--- config.mk ---
export PLATFORM = sky130hd
export DESIGN_NAME = branch_redirect_ctrl
export DESIGN_NICKNAME = d
export VERILOG_FILES = /design/src/rtl/branch_ctrl_pkg.sv /design/src/rtl/sat_counter.sv /design/src/rtl/branch_redirect_ctrl.sv
export SDC_FILE = /design/constraint.sdc
export NUM_CORES = 1
export LEC_CHECK = 0
export CORE_UTILIZATION = 46
export DETAILED_ROUTE_END_ITERATION = 10
export GPL_ROUTABILITY_DRIVEN = 0
export PLACE_DENSITY = 0.81
export SLEW_MARGIN = 25
export SYNTH_ARGS = -nofsm -noshare
export SYNTH_HDL_FRONTEND = slang
export SYNTH_HIERARCHICAL = 1
export SYNTH_SLANG_ARGS = --single-unit
--- constraint.sdc ---
create_clock -name clk -period 3.55 [get_ports clk]
set_input_delay 1.065 -clock clk [delete_from_list [all_inputs] [get_ports clk]]
set_output_delay 1.065 -clock clk [all_outputs]
set_load 0.02 [all_outputs]
--- src/rtl/branch_ctrl_pkg.sv ---
// Shared types and constants for the X-stage branch/jump redirect controller.
// Holds the redirect FSM state type, default widths and RV32 branch funct3 codes.
package branch_ctrl_pkg;

    localparam int unsigned XLEN_DEFAULT  = 32;
    localparam int unsigned CNT_W_DEFAULT = 16;

    typedef enum logic [1:0] {
        IDLE     = 2'd0,
        REDIRECT = 2'd1,
        SHADOW   = 2'd2
    } redirect_state_e;

    localparam logic [2:0] F3_BEQ  = 3'b000;
    localparam logic [2:0] F3_BNE  = 3'b001;
    localparam logic [2:0] F3_BLT  = 3'b100;
    localparam logic [2:0] F3_BGE  = 3'b101;
    localparam logic [2:0] F3_BLTU = 3'b110;
    localparam logic [2:0] F3_BGEU = 3'b111;

    // 010 and 011 are the only funct3 codes that are not conditional branches.
    function automatic logic is_branch_funct3(input logic [2:0] funct3);
        return (funct3 == F3_BEQ)  || (funct3 == F3_BNE)  ||
               (funct3 == F3_BLT)  || (funct3 == F3_BGE)  ||
               (funct3 == F3_BLTU) || (funct3 == F3_BGEU);
    endfunction

endpackage

--- src/rtl/sat_counter.sv ---
// Saturating up-counter with synchronous clear; clear wins over increment.
// Holds at all-ones instead of wrapping.
module sat_counter #(
    parameter int unsigned WIDTH = 16
) (
    input  logic             clk,
    input  logic             rst_n,
    input  logic             inc,
    input  logic             clr,
    output logic [WIDTH-1:0] count
);

    logic [WIDTH-1:0] count_q;

    always_ff @(posedge clk or negedge rst_n) begin
        if (!rst_n) begin
            count_q <= '0;
        end else if (clr) begin
            count_q <= '0;
        end else if (inc && (count_q != '1)) begin
            count_q <= count_q + WIDTH'(1);
        end
    end

    assign count = count_q;

endmodule

--- src/rtl/branch_redirect_ctrl.sv ---
// Turns resolved X-stage branches/jumps into a fetch redirect with an F/D flush,
// holding X while fetch stalls, plus branch/taken performance counters.
module branch_redirect_ctrl
    import branch_ctrl_pkg::*;
#(
    parameter int unsigned XLEN  = XLEN_DEFAULT,
    parameter int unsigned CNT_W = CNT_W_DEFAULT
) (
    input  logic             clk,
    input  logic             rst_n,
    input  logic             ex_valid,
    input  logic             ex_is_branch,
    input  logic             ex_is_jump,
    input  logic             ex_taken,
    input  logic [XLEN-1:0]  ex_target,
    input  logic             if_stall,
    input  logic             clr_counts,
    output logic             redirect_valid,
    output logic [XLEN-1:0]  redirect_pc,
    output logic             flush_fd,
    output logic             ex_hold,
    output logic             misalign_err,
    output logic [CNT_W-1:0] br_count,
    output logic [CNT_W-1:0] taken_count
);

    redirect_state_e state_q;
    redirect_state_e state_d;

    logic            in_idle;
    logic            redirect_event;
    logic            accept;
    logic            br_inc;
    logic            taken_inc;
    logic [XLEN-1:0] pc_q;
    logic            misalign_q;

    assign in_idle        = (state_q == IDLE);
    assign redirect_event = ex_valid & (ex_is_jump | (ex_is_branch & ex_taken));
    assign accept         = in_idle & redirect_event;

    // A jump that also claims to be a branch is a jump and stays out of the counters.
    assign br_inc    = in_idle & ex_valid & ex_is_branch & ~ex_is_jump;
    assign taken_inc = br_inc & ex_taken;

    always_ff @(posedge clk or negedge rst_n) begin
        if (!rst_n) begin
            state_q <= IDLE;
        end else begin
            state_q <= state_d;
        end
    end

    always_comb begin
        state_d = state_q;
        case (state_q)
            IDLE:     if (redirect_event) state_d = REDIRECT;
            REDIRECT: if (!if_stall)      state_d = SHADOW;
            SHADOW:                       state_d = IDLE;
            default:                      state_d = IDLE;
        endcase
    end

    always_comb begin
        redirect_valid = 1'b0;
        flush_fd       = 1'b0;
        ex_hold        = 1'b0;
        case (state_q)
            REDIRECT: begin
                redirect_valid = 1'b1;
                flush_fd       = 1'b1;
                ex_hold        = if_stall;
            end
            SHADOW: begin
                flush_fd = 1'b1;
            end
            default: begin
                redirect_valid = 1'b0;
            end
        endcase
    end

    // Target is captured only on acceptance, so it stays stable while fetch stalls.
    always_ff @(posedge clk or negedge rst_n) begin
        if (!rst_n) begin
            pc_q       <= '0;
            misalign_q <= 1'b0;
        end else if (accept) begin
            pc_q <= {ex_target[XLEN-1:2], 2'b00};
            if (ex_target[1:0] != 2'b00) begin
                misalign_q <= 1'b1;
            end
        end
    end

    assign redirect_pc  = pc_q;
    assign misalign_err = misalign_q;

    sat_counter #(
        .WIDTH(CNT_W)
    ) u_br_counter (
        .clk  (clk),
        .rst_n(rst_n),
        .inc  (br_inc),
        .clr  (clr_counts),
        .count(br_count)
    );

    sat_counter #(
        .WIDTH(CNT_W)
    ) u_taken_counter (
        .clk  (clk),
        .rst_n(rst_n),
        .inc  (taken_inc),
        .clr  (clr_counts),
        .count(taken_count)
    );

endmodule

## Yosys cells after proc, flatten, opt, wreduce, memory -nomap -nowiden

Index checks and enable logic that the tools add are counted.

| storage, ports and cells | value |
|---|---|
| bits of input ports | 40 |
| logic and storage cells | 41 |
| bits in registers | 65 |

| cells by class | value |
|---|---|
| reduce and logical (&&, ||, !) cells | 9 |
| add/subtract/negate cells | 2 |
| bitwise logic cells | 9 |
| equal/unequal tests | 6 |
| multiplexer cells | 10 |

Operator list:

| kind | count |
|---|---|
| $mux W16 | 4 |
| $add A16 B1 Y16 const B | 2 |
| $ne A16 B16 Y1 const B | 2 |
| $and A1 B1 Y1 | 7 |
| $reduce_bool A2 Y1 | 3 |
| $mux W2 | 2 |
| $pmux W2 S2 | 1 |
| $reduce_and A2 Y1 | 2 |
| $mux W1 | 3 |
| $eq A2 B1 Y1 const B | 1 |
| $eq A2 B2 Y1 const B | 1 |
| $logic_and A1 B1 Y1 | 2 |
| $logic_not A2 Y1 | 1 |
| $ne A2 B1 Y1 const B | 1 |
| $ne A2 B2 Y1 const B | 1 |
| $reduce_or A2 Y1 | 1 |
| $not A1 Y1 | 1 |
| $or A1 B1 Y1 | 1 |

## Logic depth before layout (Yosys ltp)

| logic depth | value |
|---|---|
| word-level depth | 8 |
| gate-level depth with buffers | 10 |
| depth with buffers taken out | 8 |

## Cells and area by module

Netlist, hierarchy kept.

Modules (own cells, without submodules):

| module | area each (um^2) | cells each | times used | sequential area each (um^2) |
|---|---|---|---|---|
| sat_counter | 942.2 | 98 | 2 | 400.4 |
| branch_redirect_ctrl | 1396.3 | 91 | 1 | 825.8 |

## Least setup slack after synthesis

OpenSTA, ideal clock, no wires.

| path | value |
|---|---|
| path type | input-to-reg |
| start point | input port ex_valid |
| end point | register u_taken_counter.count_q[3] (netlist: u_taken_counter/count[3]) |
| path slack | 0.705 ns |
| arrival | 2.767 ns |
| setup time | 0.078 ns |
| cell stages on the path | 7 |
| data required time | 3.472 ns |
| path through | nand2_1 -> nor3b_1 -> and2_1 -> inv_1 -> clkbuf_1 -> or4_2 -> a21oi_1 |

| on the way | value |
|---|---|
| longest elaborated chain between the ends | 6 |

RTL lines:

| what | line | RTL |
|---|---|---|
| from (decl) | branch_redirect_ctrl.sv:11 | `input logic ex_valid,` |
| $and A1 B1 Y1 (3 in a row) | branch_redirect_ctrl.sv:43 | `assign br_inc = in_idle & ex_valid & ex_is_branch & ~ex_is_jump;` |
| named net br_inc | branch_redirect_ctrl.sv:33 | `logic br_inc;` |
| $and A1 B1 Y1 | branch_redirect_ctrl.sv:44 | `assign taken_inc = br_inc & ex_taken;` |
| named net taken_inc | branch_redirect_ctrl.sv:34 | `logic taken_inc;` |
| $logic_and A1 B1 Y1 | sat_counter.sv:20 | `end else if (inc && (count_q != '1)) begin` |
| $reduce_bool A2 Y1 (no line) | - |  |
| to (signal assigned) | sat_counter.sv:21 | `count_q <= count_q + WIDTH'(1);` |
| to (decl) | sat_counter.sv:13 | `logic [WIDTH-1:0] count_q;` |

The timed path passes the listed nets, and every way through them passes these cells.
A chain may end at the register's enable or synchronous reset.

## Final worst setup path

| path | value |
|---|---|
| start point | input port if_stall |
| end point | output port ex_hold |

| on the way | value |
|---|---|
| longest elaborated chain between the ends | 1 |

RTL lines:

| what | line | RTL |
|---|---|---|
| from (decl) | branch_redirect_ctrl.sv:16 | `input logic if_stall,` |
| $mux W1 | branch_redirect_ctrl.sv:68 | `case (state_q)` |
| to (decl) | branch_redirect_ctrl.sv:21 | `output logic ex_hold,` |

Every way passes these cells.

==> metrics.yaml <==
final_layout:
  antenna_cells: 0
  stdcell_count: 495
  syn_to_final_growth_pct: 42.0
  final_layout_size_suffix_gt1_share_pct: 18.8
  fin_nets: 439
  fill_cells: 525
flow_run:
  cap_violations: 0
critical_path:
  worstReg2RegStart: "state_q[1]"
  crit_path_frequent_cell: "clkdlybuf4s50_1"
  reg2reg_depth: 8
  cp_max_fo: 3
  worstPathRequired_ns: 2.48
  arrival_ns: 2.31
  r2r_setup_slack_ns: 1.04
  end_kind: "primary output"
  max_stage_delay_ns: 0.61
  cp_slowest_cell: "clkdlybuf4s50_1"
  rr_endpoint: "u_taken_counter/count[3]"
  critical_path.startpoint_type: "input port"
  path_cells: "clkdlybuf4s50_1 > and2_1 > clkdlybuf4s50_1"
  critical_path_class: "input port to primary output"
drt:
  wl_mm: 7.95
  drc: 0
  routedWlPerCell_um: 16.1
  drt_iter0_markers: 137
  vias: 2760
  vias_per_cell: 5.58
  detail_route.first_pass.iterations: 5
  ant_nets: 0
sta:
  max_freq_mhz: 296
  tns_ns: 0
  setup_viol_count_final: 0
  min_period_over_period_pct: 95.2
  rsz0062_at_grt: "no"
  relSlewSlack_pct: 39.2
  setup_ws_ns: 0.171
  worst_slew_pin_slew_ns: 0.905
  hold_violations: 0
  hold_slack_ns: 0.487
  clock_skew_ns: 0.00915
  final_max_slew_viol_count: 0
  fin_crit_ns: 3.38
global_routing:
  grt_pass1_vias: 2565
  antenna_found_initial: 0
  grt_use_total_pct: 22.0
  grt_pass1_wl_mm: 12.6
  overflow: 0
  grt_max_degree: 41
synth:
  synth_area_per_cell_um2: 11.4
  yosys.area_share.xor_xnor_pct: 0
  yosys_warnings: 6
  synth_enable_flop_cells: 0
  yosys.area.top_type_share_pct: 49.6
  ys_ff_latch: 65
  seq_area_frac_synth_pct: 49.6
  ys.flop_type: "dfrtp_1"
  synth_compound_area_share_pct: 10.8
  synthSimpleGateAreaFrac_pct: 19.6
  synth_top_family_by_area: "simple AND/OR/NAND/NOR gates"
  synth_async_sr_flop_share_pct: 100
  synth_top_cells_by_area: "dfrtp_1 (50%), mux2_2 (10%), a21oi_1 (3.4%)"
  synthAdderAreaFrac_pct: 1.91
  syn_inst: 287
  yosysUniqueCellTypes: 42
  synth_most_common_cell: "dfrtp_1"
  syn-cell-area_mm2: 0.00328
  synth.largest_area_cell: "dfrtp_1"
  synthMuxAreaShare_pct: 13.6
  yosys-top-cells-count: "dfrtp_1 (65), mux2_2 (29), a21oi_1 (22)"
cts:
  cts_buffer_depth: 2
  cts-htree-levels: 3
  clock_latency_ns: 0.34
  cts_tree: "yes"
  clkTransAtPathRegs_ns: 0.08
  cts_sinks: 65
  cts_resized: 0
  numCtsBuffers: 9
  clockRootBuffer: "clkbuf_8"
  cts_hold_buffers: 0
  cts_setup_buffers: 0
power:
  power_density_mw_per_mm2: 636
  ir_drop_uv: 510
  power_leakage_nw: 1.87
place:
  post-place-ws_ns: 0.166
  placedCellCount: 479
  numPortBuffers: 105
  post-dp-hpwl_mm: 5.46
die:
  io_pins: 108
  die_x_um: 86.5
  core_mm2: 0.00683
  initial_core_util_pct: 48.0
  rows: 30
  die_h_um: 86.5
  die-area_mm2: 0.00747
worst_hold_path:
  hold-path-endpoint: "misalign_err"
  hp-start: "misalign_err"
  min_path_type: "register to register"
  whs_path_depth: 1
run_status:
  status: "completed"
critical path, delay by kind of cell:
kind / cells / cell delay, ns
buffers and inverters: 2 / 1.10
AND/OR/NAND/NOR: 1 / 0.15
per-layer routing:
| metal | share of wire, % | global-route usage [%] | vias up |
|---|---|---|---|
| met1 | 41 | 27.9 | 1357 |
| li1 | - | - | 1288 |
| met3 | 4.8 | 4.10 | 15 |
| met5 | 0 | 0 | - |
| met2 | 51 | 36.5 | 100 |
| met4 | 2.5 | 10.5 | 0 |
flip-flops by register name, summed over array words and instances, names as in the netlist:
name	cells
redirect_pc	30
state_q	2
u_br_counter/count	16
misalign_err	1
u_taken_counter/count	16
cells by family after synthesis:
logic type                 count (synthesis)
DFF                                       65
and+or+nand+nor                           98
buffers and inverters                     25
other                                      1
muxes                                     39
AOI/OAI and AO/OA                         54
adders and majority gates                  5
worst max path at each step:
stage | slack [ns] | start | endpoint | depth (start not counted)
after floorplan | 0.71 | ex_valid | u_taken_counter/count[3] | 7
after global placement | 0.18 | if_stall | ex_hold | 3
after detailed placement | 0.17 | if_stall | ex_hold | 3
after CTS | 0.17 | if_stall | ex_hold | 3
after global routing | 0.14 | if_stall | ex_hold | 3
final | 0.17 | if_stall | ex_hold | 3
placed cells by master (no fill, tap or decap), types with 5 or more instances in the layout:
cell type and n:
clkdlybuf4s50_1 104, dfrtp_1 65, mux2_2 29, a21oi_1 22
o31ai_1 14, nand2_1 13, nand4_1 12, inv_1 10
clkbuf_8 10, or4_1 10, nor2b_1 8, nor2_1 8
nor4_1 8, mux2_1 8, nand3_1 6, o21ai_1 6
ha_1 5, buf_4 5
power breakdown:
part           internal (W)  leakage, nW  total [W]  switching (W)
clock network      0.000561        0.137   0.000861       0.000300
logic              0.000575        0.900    0.00108       0.000503
registers          0.000929        0.836    0.00102      0.0000945
total               0.00206         1.87    0.00296       0.000898
area by class of cell:
| class | count | area, um2 | share of cell area [%] |
|---|---|---|---|
| Clock buffer | 10 | 138 | 2.95 |
| Clock inverter | 6 | 138 | 2.95 |
| Inverter | 10 | 37.5 | 0.806 |
| Multi-Input combinational cell | 198 | 1520 | 32.5 |
| Sequential cell | 65 | 1630 | 34.9 |
| Tap cell | 96 | 120 | 2.58 |
| Timing Repair Buffer | 110 | 1080 | 23.3 |
stage by stage:
step | instance area [um2] | utilization (%) | total power, W
6_report | 4660 | 68.2 | 0.00296
5_1_grt | 4660 | 68.2 | 0.00309
4_1_cts | 4660 | 68.2 | 0.00299
3_5_place_dp | 4380 | 64.2 | 0.00212
3_3_place_gp | 4380 | 64.2 | 0.00209
2_1_floorplan | 3280 | - | 0.00161
(Power assumes the default switching activity.)
